--- src/rtl/decode_hazard_ctrl_pkg.sv ---
`default_nettype none
// ============================================================================
// Module   : decode_hazard_ctrl_pkg
// Purpose  : Shared encodings for the decode-stage hazard controller:
//            forwarding select values, control FSM states and the GRF
//            register index width.
// Revision : 1.0 - initial release
// ============================================================================
package decode_hazard_ctrl_pkg;

    localparam int REGIDX_W = 5;

    // Operand source for the ID stage. Value 3 is reserved and never driven.
    typedef enum logic [1:0] {
        FWD_GRF = 2'd0,
        FWD_EX  = 2'd1,
        FWD_MEM = 2'd2
    } fwd_sel_e;

    // CTRL_CSR_DRAIN holds ID until the issued CSR instruction retires.
    typedef enum logic [0:0] {
        CTRL_IDLE      = 1'b0,
        CTRL_CSR_DRAIN = 1'b1
    } ctrl_state_e;

endpackage : decode_hazard_ctrl_pkg
`default_nettype wire

--- src/rtl/decode_hazard_ctrl_if.sv ---
`default_nettype none
// ============================================================================
// Module   : decode_hazard_ctrl_if
// Purpose  : Bundles the pipeline-side signals of the decode hazard
//            controller. Signal names are from the controller's viewpoint
//            (i_* into the controller, o_* out of it).
//   master : pipeline side  - drives ID/EX/MEM/WB status, reads controls
//   slave  : controller     - reads status, drives stall/flush/forward
// Revision : 1.0 - initial release
// ============================================================================
interface decode_hazard_ctrl_if #(
    parameter int REGIDX_W = decode_hazard_ctrl_pkg::REGIDX_W
);
    // ID stage
    logic                i_IdValid_1;
    logic [REGIDX_W-1:0] i_IdRs1_5;
    logic [REGIDX_W-1:0] i_IdRs2_5;
    logic [REGIDX_W-1:0] i_IdRd_5;
    logic                i_IdUseRs1_1;
    logic                i_IdUseRs2_1;
    logic                i_IdWen_1;
    logic                i_IdCsr_1;
    logic                i_IdLong_1;
    // EX / MEM stages
    logic [REGIDX_W-1:0] i_ExRd_5;
    logic                i_ExWen_1;
    logic                i_ExLoad_1;
    logic [REGIDX_W-1:0] i_MemRd_5;
    logic                i_MemWen_1;
    // Multi-cycle unit writeback, redirect, CSR retire
    logic                i_LongDone_1;
    logic [REGIDX_W-1:0] i_LongRd_5;
    logic                i_Redirect_1;
    logic                i_CsrRetire_1;
    // Controls
    logic                o_StallIf_1;
    logic                o_StallId_1;
    logic                o_FlushId_1;
    logic                o_BubbleEx_1;
    logic [1:0]          o_Fwd1Sel_2;
    logic [1:0]          o_Fwd2Sel_2;
    logic                o_LongBusy_1;

    modport master (
        output i_IdValid_1, i_IdRs1_5, i_IdRs2_5, i_IdRd_5,
               i_IdUseRs1_1, i_IdUseRs2_1, i_IdWen_1, i_IdCsr_1, i_IdLong_1,
               i_ExRd_5, i_ExWen_1, i_ExLoad_1, i_MemRd_5, i_MemWen_1,
               i_LongDone_1, i_LongRd_5, i_Redirect_1, i_CsrRetire_1,
        input  o_StallIf_1, o_StallId_1, o_FlushId_1, o_BubbleEx_1,
               o_Fwd1Sel_2, o_Fwd2Sel_2, o_LongBusy_1
    );

    modport slave (
        input  i_IdValid_1, i_IdRs1_5, i_IdRs2_5, i_IdRd_5,
               i_IdUseRs1_1, i_IdUseRs2_1, i_IdWen_1, i_IdCsr_1, i_IdLong_1,
               i_ExRd_5, i_ExWen_1, i_ExLoad_1, i_MemRd_5, i_MemWen_1,
               i_LongDone_1, i_LongRd_5, i_Redirect_1, i_CsrRetire_1,
        output o_StallIf_1, o_StallId_1, o_FlushId_1, o_BubbleEx_1,
               o_Fwd1Sel_2, o_Fwd2Sel_2, o_LongBusy_1
    );

endinterface : decode_hazard_ctrl_if
`default_nettype wire

--- src/rtl/decode_hazard_ctrl_reg_scoreboard.sv ---
`default_nettype none
// ============================================================================
// Module   : reg_scoreboard
// Purpose  : One pending-writeback bit per GRF register. A bit is set when
//            a multi-cycle op writing that register issues and cleared when
//            the unit writes it back. Two source read ports plus a
//            destination check port.
//   i_Clk, i_Rst         : clock, asynchronous active-high reset
//   i_SetEn / i_SetIdx   : mark register pending (x0 is never marked)
//   i_ClrEn / i_ClrIdx   : writeback completed for register
//   i_Rd1Idx / i_Rd2Idx  : source lookups  -> o_Rd1Busy / o_Rd2Busy
//   i_RdIdx              : destination lookup -> o_RdBusy
// Revision : 1.0 - initial release
// ============================================================================
module reg_scoreboard #(
    parameter int REG_NUM  = 32,
    parameter int REGIDX_W = 5
) (
    input  wire logic                i_Clk,
    input  wire logic                i_Rst,
    input  wire logic                i_SetEn,
    input  wire logic [REGIDX_W-1:0] i_SetIdx,
    input  wire logic                i_ClrEn,
    input  wire logic [REGIDX_W-1:0] i_ClrIdx,
    input  wire logic [REGIDX_W-1:0] i_Rd1Idx,
    input  wire logic [REGIDX_W-1:0] i_Rd2Idx,
    input  wire logic [REGIDX_W-1:0] i_RdIdx,
    output logic                     o_Rd1Busy,
    output logic                     o_Rd2Busy,
    output logic                     o_RdBusy
);

    logic [REG_NUM-1:0] busy_q;
    logic [REG_NUM-1:0] busy_d;

    // Clear is applied before set so that a new issue to the register being
    // written back in the same cycle keeps it pending.
    always_comb begin
        busy_d = busy_q;
        if (i_ClrEn) begin
            busy_d[i_ClrIdx] = 1'b0;
        end
        if (i_SetEn && (i_SetIdx != '0)) begin
            busy_d[i_SetIdx] = 1'b1;
        end
        busy_d[0] = 1'b0;
    end

    always_ff @(posedge i_Clk or posedge i_Rst) begin
        if (i_Rst) begin
            busy_q <= '0;
        end else begin
            busy_q <= busy_d;
        end
    end

    assign o_Rd1Busy = busy_q[i_Rd1Idx];
    assign o_Rd2Busy = busy_q[i_Rd2Idx];
    assign o_RdBusy  = busy_q[i_RdIdx];

endmodule : reg_scoreboard
`default_nettype wire

--- src/rtl/decode_hazard_ctrl.sv ---
`default_nettype none
// ============================================================================
// Module   : decode_hazard_ctrl
// Purpose  : Decode-stage pipeline controller. Decides issue / stall /
//            flush for the instruction in ID, drives the ID operand forward
//            selects, tracks the single outstanding mul/div op and
//            serialises CSR instructions until they retire.
//   i_Clk, i_Rst : clock, asynchronous active-high reset
//   bus (slave)  : ID/EX/MEM status in, stall/flush/bubble/forward out
// Revision : 1.0 - initial release
// ============================================================================
module decode_hazard_ctrl #(
    parameter int REG_NUM  = 32,
    parameter int REGIDX_W = 5,
    parameter int FWD_EN   = 1
) (
    input  wire logic           i_Clk,
    input  wire logic           i_Rst,
    decode_hazard_ctrl_if.slave bus
);
    import decode_hazard_ctrl_pkg::*;

    ctrl_state_e state_q, state_d;
    logic        long_busy_q, long_busy_d;

    logic w_ex_hit1, w_ex_hit2, w_mem_hit1, w_mem_hit2;
    logic w_sb_rs1, w_sb_rs2, w_sb_rd;
    logic w_loaduse, w_sbhaz, w_longbusy, w_csrhaz, w_fwdhaz;
    logic w_stall, w_issue;
    fwd_sel_e w_fwd1, w_fwd2;

    // x0 is hard-wired zero, so it never produces a dependency.
    function automatic logic reg_hit(input logic [REGIDX_W-1:0] src,
                                     input logic [REGIDX_W-1:0] dst,
                                     input logic                wen);
        return wen && (src != '0) && (src == dst);
    endfunction

    // A load in EX has no result yet, so it falls through to the MEM check;
    // the load-use stall covers that case.
    function automatic fwd_sel_e fwd_pick(input logic ex_hit,
                                          input logic ex_load,
                                          input logic mem_hit);
        if (ex_hit && !ex_load) return FWD_EX;
        if (mem_hit)            return FWD_MEM;
        return FWD_GRF;
    endfunction

    assign w_ex_hit1  = reg_hit(bus.i_IdRs1_5, bus.i_ExRd_5,  bus.i_ExWen_1);
    assign w_ex_hit2  = reg_hit(bus.i_IdRs2_5, bus.i_ExRd_5,  bus.i_ExWen_1);
    assign w_mem_hit1 = reg_hit(bus.i_IdRs1_5, bus.i_MemRd_5, bus.i_MemWen_1);
    assign w_mem_hit2 = reg_hit(bus.i_IdRs2_5, bus.i_MemRd_5, bus.i_MemWen_1);

    reg_scoreboard #(
        .REG_NUM  (REG_NUM),
        .REGIDX_W (REGIDX_W)
    ) u_scoreboard (
        .i_Clk    (i_Clk),
        .i_Rst    (i_Rst),
        .i_SetEn  (w_issue && bus.i_IdLong_1 && bus.i_IdWen_1),
        .i_SetIdx (bus.i_IdRd_5),
        .i_ClrEn  (bus.i_LongDone_1),
        .i_ClrIdx (bus.i_LongRd_5),
        .i_Rd1Idx (bus.i_IdRs1_5),
        .i_Rd2Idx (bus.i_IdRs2_5),
        .i_RdIdx  (bus.i_IdRd_5),
        .o_Rd1Busy(w_sb_rs1),
        .o_Rd2Busy(w_sb_rs2),
        .o_RdBusy (w_sb_rd)
    );

    always_comb begin
        w_fwd1   = FWD_GRF;
        w_fwd2   = FWD_GRF;
        w_fwdhaz = 1'b0;
        if (FWD_EN != 0) begin
            w_fwd1 = fwd_pick(w_ex_hit1, bus.i_ExLoad_1, w_mem_hit1);
            w_fwd2 = fwd_pick(w_ex_hit2, bus.i_ExLoad_1, w_mem_hit2);
        end else begin
            w_fwdhaz = bus.i_IdValid_1 &&
                       ((bus.i_IdUseRs1_1 && (w_ex_hit1 || w_mem_hit1)) ||
                        (bus.i_IdUseRs2_1 && (w_ex_hit2 || w_mem_hit2)));
        end
    end

    assign w_loaduse  = bus.i_IdValid_1 && bus.i_ExLoad_1 &&
                        ((bus.i_IdUseRs1_1 && w_ex_hit1) ||
                         (bus.i_IdUseRs2_1 && w_ex_hit2));
    // Destination check catches WAW against a pending long-op writeback.
    assign w_sbhaz    = bus.i_IdValid_1 &&
                        ((bus.i_IdUseRs1_1 && w_sb_rs1) ||
                         (bus.i_IdUseRs2_1 && w_sb_rs2) ||
                         (bus.i_IdWen_1    && w_sb_rd));
    assign w_longbusy = bus.i_IdValid_1 && bus.i_IdLong_1 && long_busy_q;
    assign w_csrhaz   = bus.i_IdValid_1 && (state_q == CTRL_CSR_DRAIN);

    assign w_stall = w_loaduse || w_sbhaz || w_longbusy || w_csrhaz || w_fwdhaz;
    assign w_issue = bus.i_IdValid_1 && !w_stall && !bus.i_Redirect_1;

    // Next-state logic: CSR serialisation FSM and the long-op busy flag.
    always_comb begin
        state_d     = state_q;
        long_busy_d = long_busy_q;
        unique case (state_q)
            CTRL_IDLE: begin
                if (w_issue && bus.i_IdCsr_1) state_d = CTRL_CSR_DRAIN;
            end
            CTRL_CSR_DRAIN: begin
                if (bus.i_CsrRetire_1) state_d = CTRL_IDLE;
            end
            default: state_d = CTRL_IDLE;
        endcase
        if (bus.i_LongDone_1)            long_busy_d = 1'b0;
        if (w_issue && bus.i_IdLong_1)   long_busy_d = 1'b1;
    end

    always_ff @(posedge i_Clk or posedge i_Rst) begin
        if (i_Rst) begin
            state_q     <= CTRL_IDLE;
            long_busy_q <= 1'b0;
        end else begin
            state_q     <= state_d;
            long_busy_q <= long_busy_d;
        end
    end

    // Outputs are forced low for the whole time reset is held, independent
    // of whatever the pipeline presents on the inputs.
    assign bus.o_StallIf_1  = !i_Rst && w_stall && !bus.i_Redirect_1;
    assign bus.o_StallId_1  = !i_Rst && w_stall && !bus.i_Redirect_1;
    assign bus.o_FlushId_1  = !i_Rst && bus.i_Redirect_1;
    assign bus.o_BubbleEx_1 = !i_Rst && (w_stall || bus.i_Redirect_1);
    assign bus.o_Fwd1Sel_2  = i_Rst ? 2'd0 : w_fwd1;
    assign bus.o_Fwd2Sel_2  = i_Rst ? 2'd0 : w_fwd2;
    assign bus.o_LongBusy_1 = !i_Rst && long_busy_q;

endmodule : decode_hazard_ctrl
`default_nettype wire

--- src/flat_wrapper.sv ---
// flat-port wrapper written by rule: the top's interface ports become plain ports
module decode_hazard_ctrl_flat import decode_hazard_ctrl_pkg::*;
#(
    parameter int REG_NUM  = 32,
    parameter int REGIDX_W = 5,
    parameter int FWD_EN   = 1
)
  (i_Clk, i_Rst, bus_i_IdValid_1, bus_i_IdRs1_5, bus_i_IdRs2_5, bus_i_IdRd_5, bus_i_IdUseRs1_1, bus_i_IdUseRs2_1, bus_i_IdWen_1, bus_i_IdCsr_1, bus_i_IdLong_1, bus_i_ExRd_5, bus_i_ExWen_1, bus_i_ExLoad_1, bus_i_MemRd_5, bus_i_MemWen_1, bus_i_LongDone_1, bus_i_LongRd_5, bus_i_Redirect_1, bus_i_CsrRetire_1, bus_o_StallIf_1, bus_o_StallId_1, bus_o_FlushId_1, bus_o_BubbleEx_1, bus_o_Fwd1Sel_2, bus_o_Fwd2Sel_2, bus_o_LongBusy_1);
  decode_hazard_ctrl_if #(.REGIDX_W(REGIDX_W)) bus_i ();
  input  wire logic i_Clk;
  input  wire logic i_Rst;
  input wire logic [$bits(bus_i.i_IdValid_1)-1:0] bus_i_IdValid_1;
  input wire logic [$bits(bus_i.i_IdRs1_5)-1:0] bus_i_IdRs1_5;
  input wire logic [$bits(bus_i.i_IdRs2_5)-1:0] bus_i_IdRs2_5;
  input wire logic [$bits(bus_i.i_IdRd_5)-1:0] bus_i_IdRd_5;
  input wire logic [$bits(bus_i.i_IdUseRs1_1)-1:0] bus_i_IdUseRs1_1;
  input wire logic [$bits(bus_i.i_IdUseRs2_1)-1:0] bus_i_IdUseRs2_1;
  input wire logic [$bits(bus_i.i_IdWen_1)-1:0] bus_i_IdWen_1;
  input wire logic [$bits(bus_i.i_IdCsr_1)-1:0] bus_i_IdCsr_1;
  input wire logic [$bits(bus_i.i_IdLong_1)-1:0] bus_i_IdLong_1;
  input wire logic [$bits(bus_i.i_ExRd_5)-1:0] bus_i_ExRd_5;
  input wire logic [$bits(bus_i.i_ExWen_1)-1:0] bus_i_ExWen_1;
  input wire logic [$bits(bus_i.i_ExLoad_1)-1:0] bus_i_ExLoad_1;
  input wire logic [$bits(bus_i.i_MemRd_5)-1:0] bus_i_MemRd_5;
  input wire logic [$bits(bus_i.i_MemWen_1)-1:0] bus_i_MemWen_1;
  input wire logic [$bits(bus_i.i_LongDone_1)-1:0] bus_i_LongDone_1;
  input wire logic [$bits(bus_i.i_LongRd_5)-1:0] bus_i_LongRd_5;
  input wire logic [$bits(bus_i.i_Redirect_1)-1:0] bus_i_Redirect_1;
  input wire logic [$bits(bus_i.i_CsrRetire_1)-1:0] bus_i_CsrRetire_1;
  output wire logic [$bits(bus_i.o_StallIf_1)-1:0] bus_o_StallIf_1;
  output wire logic [$bits(bus_i.o_StallId_1)-1:0] bus_o_StallId_1;
  output wire logic [$bits(bus_i.o_FlushId_1)-1:0] bus_o_FlushId_1;
  output wire logic [$bits(bus_i.o_BubbleEx_1)-1:0] bus_o_BubbleEx_1;
  output wire logic [$bits(bus_i.o_Fwd1Sel_2)-1:0] bus_o_Fwd1Sel_2;
  output wire logic [$bits(bus_i.o_Fwd2Sel_2)-1:0] bus_o_Fwd2Sel_2;
  output wire logic [$bits(bus_i.o_LongBusy_1)-1:0] bus_o_LongBusy_1;
  assign bus_i.i_IdValid_1 = bus_i_IdValid_1;
  assign bus_i.i_IdRs1_5 = bus_i_IdRs1_5;
  assign bus_i.i_IdRs2_5 = bus_i_IdRs2_5;
  assign bus_i.i_IdRd_5 = bus_i_IdRd_5;
  assign bus_i.i_IdUseRs1_1 = bus_i_IdUseRs1_1;
  assign bus_i.i_IdUseRs2_1 = bus_i_IdUseRs2_1;
  assign bus_i.i_IdWen_1 = bus_i_IdWen_1;
  assign bus_i.i_IdCsr_1 = bus_i_IdCsr_1;
  assign bus_i.i_IdLong_1 = bus_i_IdLong_1;
  assign bus_i.i_ExRd_5 = bus_i_ExRd_5;
  assign bus_i.i_ExWen_1 = bus_i_ExWen_1;
  assign bus_i.i_ExLoad_1 = bus_i_ExLoad_1;
  assign bus_i.i_MemRd_5 = bus_i_MemRd_5;
  assign bus_i.i_MemWen_1 = bus_i_MemWen_1;
  assign bus_i.i_LongDone_1 = bus_i_LongDone_1;
  assign bus_i.i_LongRd_5 = bus_i_LongRd_5;
  assign bus_i.i_Redirect_1 = bus_i_Redirect_1;
  assign bus_i.i_CsrRetire_1 = bus_i_CsrRetire_1;
  assign bus_o_StallIf_1 = bus_i.o_StallIf_1;
  assign bus_o_StallId_1 = bus_i.o_StallId_1;
  assign bus_o_FlushId_1 = bus_i.o_FlushId_1;
  assign bus_o_BubbleEx_1 = bus_i.o_BubbleEx_1;
  assign bus_o_Fwd1Sel_2 = bus_i.o_Fwd1Sel_2;
  assign bus_o_Fwd2Sel_2 = bus_i.o_Fwd2Sel_2;
  assign bus_o_LongBusy_1 = bus_i.o_LongBusy_1;
  decode_hazard_ctrl #(.REG_NUM(REG_NUM), .REGIDX_W(REGIDX_W), .FWD_EN(FWD_EN)) u_core (.i_Clk(i_Clk), .i_Rst(i_Rst), .bus(bus_i));
endmodule
--- config.mk ---
export PLATFORM = sky130hd
export DESIGN_NAME = decode_hazard_ctrl_flat
export DESIGN_NICKNAME = d
export VERILOG_FILES = /design/src/rtl/decode_hazard_ctrl_pkg.sv /design/src/rtl/decode_hazard_ctrl_if.sv /design/src/rtl/decode_hazard_ctrl_reg_scoreboard.sv /design/src/rtl/decode_hazard_ctrl.sv /design/src/flat_wrapper.sv
export SDC_FILE = /design/constraint.sdc
export NUM_CORES = 1
export LEC_CHECK = 0
export CORE_ASPECT_RATIO = 1.2
export CORE_MARGIN = 10
export CORE_UTILIZATION = 47
export CTS_CLUSTER_DIAMETER = 200
export CTS_CLUSTER_SIZE = 25
export DETAILED_ROUTE_END_ITERATION = 6
export DONT_BUFFER_PORTS = 1
export PLACE_DENSITY_LB_ADDON = 0.08
export RECOVER_POWER = 25
export SLEW_MARGIN = 10
export SYNTH_ARGS = -nofsm -noshare
export SYNTH_HDL_FRONTEND = slang
export SYNTH_SLANG_ARGS = --single-unit
--- constraint.sdc ---
create_clock -name i_Clk -period 3.9 [get_ports i_Clk]
set_clock_uncertainty 0.1 [all_clocks]
set_input_delay 0.78 -clock i_Clk [delete_from_list [all_inputs] [get_ports i_Clk]]
set_output_delay 0.78 -clock i_Clk [all_outputs]
set_load 0.03 [all_outputs]
==> results of run 1 <==
==> tightest hold or removal path, cell delays in order (launching register included) <==
cell     delay (ps)
dfrtp_1         390
o21ai_0         100
o31ai_1          60
==> worst paths after layout <==
| check | startpoint | end | slack [ps] | depth (start not counted) |
|---|---|---|---|---|
| min in group asynchronous | i_Rst | u_core.u_scoreboard.busy_q[5] | 1000 | 2 |
| worst max register to register | u_core.u_scoreboard.busy_q[30] | u_core.u_scoreboard.busy_q[26] | 1260 | 6 |
| max in group asynchronous | i_Rst | u_core.u_scoreboard.busy_q[20] | 1590 | 2 |
| worst min register to register | u_core.u_scoreboard.busy_q[8] | u_core.u_scoreboard.busy_q[8] | 480 | 2 |
| worst max-delay path | bus_i_IdRd_5[4] | bus_o_StallIf_1 | 330 | 7 |
| worst min-delay path | u_core.u_scoreboard.busy_q[8] | u_core.u_scoreboard.busy_q[8] | 480 | 2 |
==> cells in the mapped netlist, types with 2 or more instances <==
cell type	n
a21oi_1	3
a311o_1	2
a41o_1	2
and3_1	3
and4b_1	2
buf_1	2
buf_2	6
buf_4	3
buf_6	5
clkbuf_1	7
dfrtp_1	33
inv_1	5
mux2_2	6
mux2i_1	20
mux4_1	2
mux4_2	10
nand2_1	15
nand3_1	9
nand3b_1	9
nand4_1	6
nor2_1	12
nor2b_1	11
nor3_1	3
nor3b_1	3
nor4_1	3
o211ai_1	2
o21ai_0	31
o31ai_1	31
or3b_2	4
xnor2_1	18
xor2_1	2
==> kinds of logic after synthesis <==
kind of cell / after synthesis / share of synthesized area
flip-flops: 33 / 0.290
multiplexers: 39 / 0.195
AO/OA/AOI/OAI: 88 / 0.215
XOR/XNOR: 20 / 0.0615
buffers and inverters: 28 / 0.0566
AND/OR/NAND/NOR: 87 / 0.182
==> through the flow <==
stage          setup slack (ps)  std cells  power, mW  cell area, sq um  utilization
2_1_floorplan              34.1        295      0.540              2860            -
3_3_place_gp                339        360      0.546              2870        0.481
3_5_place_dp                363        360      0.546              2870        0.481
4_1_cts                     348        368      0.794              2950        0.495
5_1_grt                     204        368      0.824              2950        0.494
6_report                    331        368      0.792              2950        0.494
==> sequential cells by signal, indices dropped and copies added (netlist names) <==
name,cells
u_core.long_busy_q,1
u_core.state_q,1
u_core.u_scoreboard.busy_q,31
==> cell usage in the layout (no fill, tap or decap), types with 2 or more instances in the layout <==
cell,netlist,final
o211ai_1,2,2
a41o_1,2,2
and4b_1,2,2
nor2_1,12,12
xor2_1,2,2
mux2_2,6,6
mux2i_1,20,20
clkbuf_1,7,4
nor4_1,3,3
buf_4,3,5
nor3b_1,3,3
o31ai_1,31,31
mux4_1,2,2
mux4_2,10,10
nand3b_1,9,9
o21ai_0,31,31
a21oi_1,3,3
and3_1,3,3
xnor2_1,18,18
nand4_1,6,6
nand3_1,9,9
nand2_1,15,15
a311o_1,2,2
dfrtp_1,33,33
or3b_2,4,4
nor2b_1,11,11
nor3_1,3,3
inv_1,5,5
clkbuf_8,0,5
==> power by group <==
| part | switching (mW) | internal, mW | leakage (nW) | total (mW) |
|---|---|---|---|---|
| Combinational | 0.0883 | 0.0753 | 0.630 | 0.164 |
| Sequential | 0.0181 | 0.357 | 0.457 | 0.376 |
| Clock | 0.126 | 0.127 | 0.0395 | 0.253 |
| Total | 0.233 | 0.559 | 1.13 | 0.792 |
==> cell type report <==
class	instances	area [sq um]
Fill cell	588	3020
Multi-Input combinational cell	234	1880
Sequential cell	33	826
Tap cell	82	103
Clock buffer	8	80.1
Timing Repair Buffer	6	41.3
Inverter	5	18.8
==> layer usage <==
metal | vias to the layer above | global-route usage | share of wire
li1 | 1126 | - | -
met1 | 1251 | 0.221 | 0.40
met2 | 81 | 0.326 | 0.50
met3 | 17 | 0.0539 | 0.070
met4 | 0 | 0.0740 | 0.024
met5 | - | 0 | 0
==> impl_metrics.tcl, run 1 <==
set metrics [dict create \
    crit_path_top_delay_cell "or3b_2" \
    crit_buf_inv 1 \
    numCtsBuffers 5 \
    synthCells 295 \
    vias 2475 \
    grt_pass1_vias 2664 \
    path_delay_family "compound AO/OA/AOI/OAI gates" \
    outcome "complete, but fails checks" \
    ys_seq_elements 33 \
    holdWs_ps 483 \
    dieArea_sq_um 9590 \
    die_x_microns 91.1 \
    cp_data_required_time_ps 3020 \
    critPathKind "in2out" \
    area_growth_pct 3.51 \
    yosysSeqAreaShare 0.290 \
    timing.final.crit_share 0.915 \
    dpl.hpwl_microns 6980 \
    clk_pin_slew_worst_paths_ps 70 \
    wirelength_microns 9180 \
    crit_fanout 13 \
    violations "max-capacitance violations, max-slew violations" \
    first_pass_iters 4 \
    grt_antenna_before_repair 0 \
    irDropWorstVdd_v 0.000198 \
    synth-main-ff-cell "dfrtp_1" \
    ctsResizeCount 0 \
    wl_per_cell_microns 24.9 \
    core.rowCount 31 \
    grt_pass1_wl_microns 14700 \
    core_sq_um 5970 \
    hp-class "reg2reg" \
    initial_core_util 0.477 \
    yosysTopAreaCell "dfrtp_1" \
    synth.cell_area_sq_um 2850 \
    rsz0062_at_grt "false" \
    yosys-top-cells-area "dfrtp_1, o31ai_1, mux4_2" \
    hold_viol 0 \
    maxSlewViolCount 34 \
    insertion_delay_ps 290 \
    clockBufferDepth 2 \
    max_stage_delay_ps 440 \
    final_nets 329 \
    synth-edff-count 0 \
    slew_headroom -0.284 \
    min_period_ps 3570 \
    cts.sinks 33 \
    yosysWarnings 0 \
    p_leak_nw 1.13 \
    synth.distinct_cells 56 \
    ctsHoldBuffers 0 \
    path_cells "or3b_2 -> o221ai_1 -> a21oi_1 -> o211ai_1 -> nand2_1 -> a2111oi_4 -> buf_4" \
    tns_ps 0 \
    critPathLaunchType "primary input" \
    critPathArrivalTime_ps 2690 \
    powerDensity_nw_per_um2 269 \
    maxCapViolCount 1 \
    antennaDiodeCount 0 \
    synth_top_area_frac 0.290 \
    portBuffers 0 \
    grt.total_usage 0.191 \
    htree_levels 2 \
    avgSynthCellArea_sq_um 9.66 \
    max_freq_mhz 280 \
    ant_nets 0 \
    setup_viol 0 \
    place_congestion 0.971 \
    cts_root_buffer "clkbuf_8" \
    die_h_microns 105 \
    drcViolationCount 0 \
    drt_iter0_drc 193 \
    end_kind "output pin" \
    post_cts_buffers 0 \
    syn_nets 339 \
    final_layout_size_suffix_gt1_frac 0.126 \
    tightest_slew_ps 1930 \
    cts_tree "done" \
    avgViaCountPerCell 6.73 \
    grt_max_degree 34 \
    overflow 0 \
    ioPinCount 53 \
    async_flop_share 1.00 \
]
Note: power is estimated with default switching activity, not from simulation.
==> run 2, diff against run 1 <==
CAP_MARGIN = 20   (was not set)
CTS_BUF_LIST = sky130_fd_sc_hd__clkbuf_4   (was not set)
==> impl_metrics.tcl, run 2 (synthesis gave the netlist of run 1 again) <==
set metrics [dict create \
    holdWs_ps 490 \
    rsz0062_at_grt "false" \
    cts_tree "done" \
    final_cell_mix "dfrtp_1, o21ai_0, o31ai_1" \
    dpl.hpwl_microns 6980 \
    whs_path_depth 2 \
    pwr-share-seq 0.501 \
    portBuffers 0 \
    overflow 0 \
    core.rowCount 31 \
    dieArea_sq_um 9590 \
    final_core_util 0.491 \
    vias 2494 \
    cts.sinks 33 \
    core_sq_um 5970 \
    outcome "complete, but fails checks" \
    slew_headroom -0.268 \
    grt.total_usage 0.191 \
    placed_cells 360 \
    wl_per_cell_microns 25.0 \
    grt_antenna_before_repair 0 \
    powerDensity_nw_per_um2 255 \
    ctsResizeCount 0 \
    tightest_slew_ps 1900 \
    critPathKind "in2out" \
    numCtsBuffers 5 \
    largest_reg_flops 31 \
    top_register "u_core.u_scoreboard.busy_q" \
    ant_nets 0 \
    rr_startpoint "u_core.u_scoreboard.busy_q[28]" \
    layout_commonest_cell "dfrtp_1" \
    setup_viol 0 \
    p_sw_frac 0.299 \
    p_comb_frac 0.219 \
    maxCapViolCount 1 \
    grt_max_degree 34 \
    hold_start "u_core.u_scoreboard.busy_q[5]" \
    area_growth_pct 2.81 \
    cp_data_required_time_ps 3020 \
    first_pass_iters 4 \
    critPathArrivalTime_ps 2680 \
    irDropWorstVdd_v 0.000216 \
    final_nets 329 \
    insertion_delay_ps 340 \
    hold_viol 0 \
    power.total_mw 0.749 \
    drt_iter0_drc 161 \
    htree_levels 2 \
    p_sw_mw 0.224 \
    tns_ps 0 \
    initial_core_util 0.477 \
    seq_area_sq_um 826 \
    grt_pass1_vias 2642 \
    ctsHoldBuffers 0 \
    internal_power_mw 0.525 \
    ioPinCount 53 \
    clk_pin_slew_worst_paths_ps 90 \
    min_period_ps 3560 \
    final_cell_count_no_fill 368 \
    place_congestion 0.971 \
    clockBufferDepth 2 \
    cts_root_buffer "clkbuf_4" \
    p_leak_nw 1.12 \
    maxSlewViolCount 34 \
    wirelength_microns 9210 \
    final_layout_size_suffix_gt1_frac 0.136 \
    multi_input_area_sq_um 1880 \
    r2r_setup_slack_ps 1230 \
    reg2reg_depth 6 \
    min_to "u_core.u_scoreboard.busy_q[5]" \
    reg.largest.list "u_core.u_scoreboard.busy_q (31), u_core.long_busy_q (1), u_core.state_q (1)" \
    pwr-share-clk 0.279 \
    avgViaCountPerCell 6.78 \
    violations "max-capacitance violations, max-slew violations" \
    antennaDiodeCount 0 \
    timing.final.crit_share 0.914 \
    crit_fanout 13 \
    die_h_microns 105 \
    fillers 585 \
    end_kind "output pin" \
    drcViolationCount 0 \
    hp-class "reg2reg" \
    reg2reg_to "u_core.u_scoreboard.busy_q[14]" \
    die_x_microns 91.1 \
    grt_pass1_wl_microns 14800 \
    max_freq_mhz 281 \
    critPathLaunchType "primary input" \
    post_cts_buffers 0 \
]
==> run 2: cell counts in the layout (fill, tap and decap cells not counted) <==
No cell type changed its count.
==> run 2: final cells by class <==
cell class                      count  area share
Sequential cell                    33       0.282
Tap cell                           82      0.0350
Timing Repair Buffer                6      0.0141
Inverter                            5     0.00640
Multi-Input combinational cell    234       0.642
Clock buffer                        8      0.0205
==> run 2: power groups by stage <==
stage | clock network (mW) | logic, mW | registers [mW]
2_1_floorplan | 0 | 0.167 | 0.373
6_report | 0.209 | 0.164 | 0.375
5_1_grt | 0.226 | 0.180 | 0.377
4_1_cts | 0.213 | 0.165 | 0.374
3_3_place_gp | 0 | 0.165 | 0.381
3_5_place_dp | 0 | 0.165 | 0.381
==> run 2: critical path: stages <==
cell and delay [ps]:
or3b_2 440, o221ai_1 180, a21oi_1 60, o211ai_1 370, nand2_1 200, a2111oi_4 370
buf_4 270
==> run 2: how the worst max path moves through the flow <==
stage / startpoint / end / slack, ps / cells past startpoint
final: bus_i_IdRd_5[4] / bus_o_StallIf_1 / 340 / 7
after global routing: bus_i_ExRd_5[2] / bus_o_StallId_1 / 200 / 7
after CTS: bus_i_IdRd_5[4] / bus_o_StallIf_1 / 350 / 7
after detailed placement: bus_i_IdRd_5[4] / bus_o_StallIf_1 / 360 / 7
after global placement: bus_i_IdRd_5[4] / bus_o_StallIf_1 / 340 / 7
after floorplan: bus_i_IdRs2_5[0] / bus_o_StallIf_1 / 30 / 9
==> run 2: per-layer routing <==
metal | vias to the layer above | wire (microns) | GRT usage
met2 | 102 | 4550 | 0.327
met3 | 20 | 771 | 0.0554
met1 | 1243 | 3650 | 0.224
met4 | 0 | 236 | 0.0650
li1 | 1129 | - | -
met5 | - | 0 | 0
==> run 2: per-stage QoR <==
stage	setup slack [ps]	area [sq um]
after floorplan	34.1	2860
after global placement	339	2870
after detailed placement	363	2870
after CTS	348	2930
after global routing	204	2930
final	336	2930
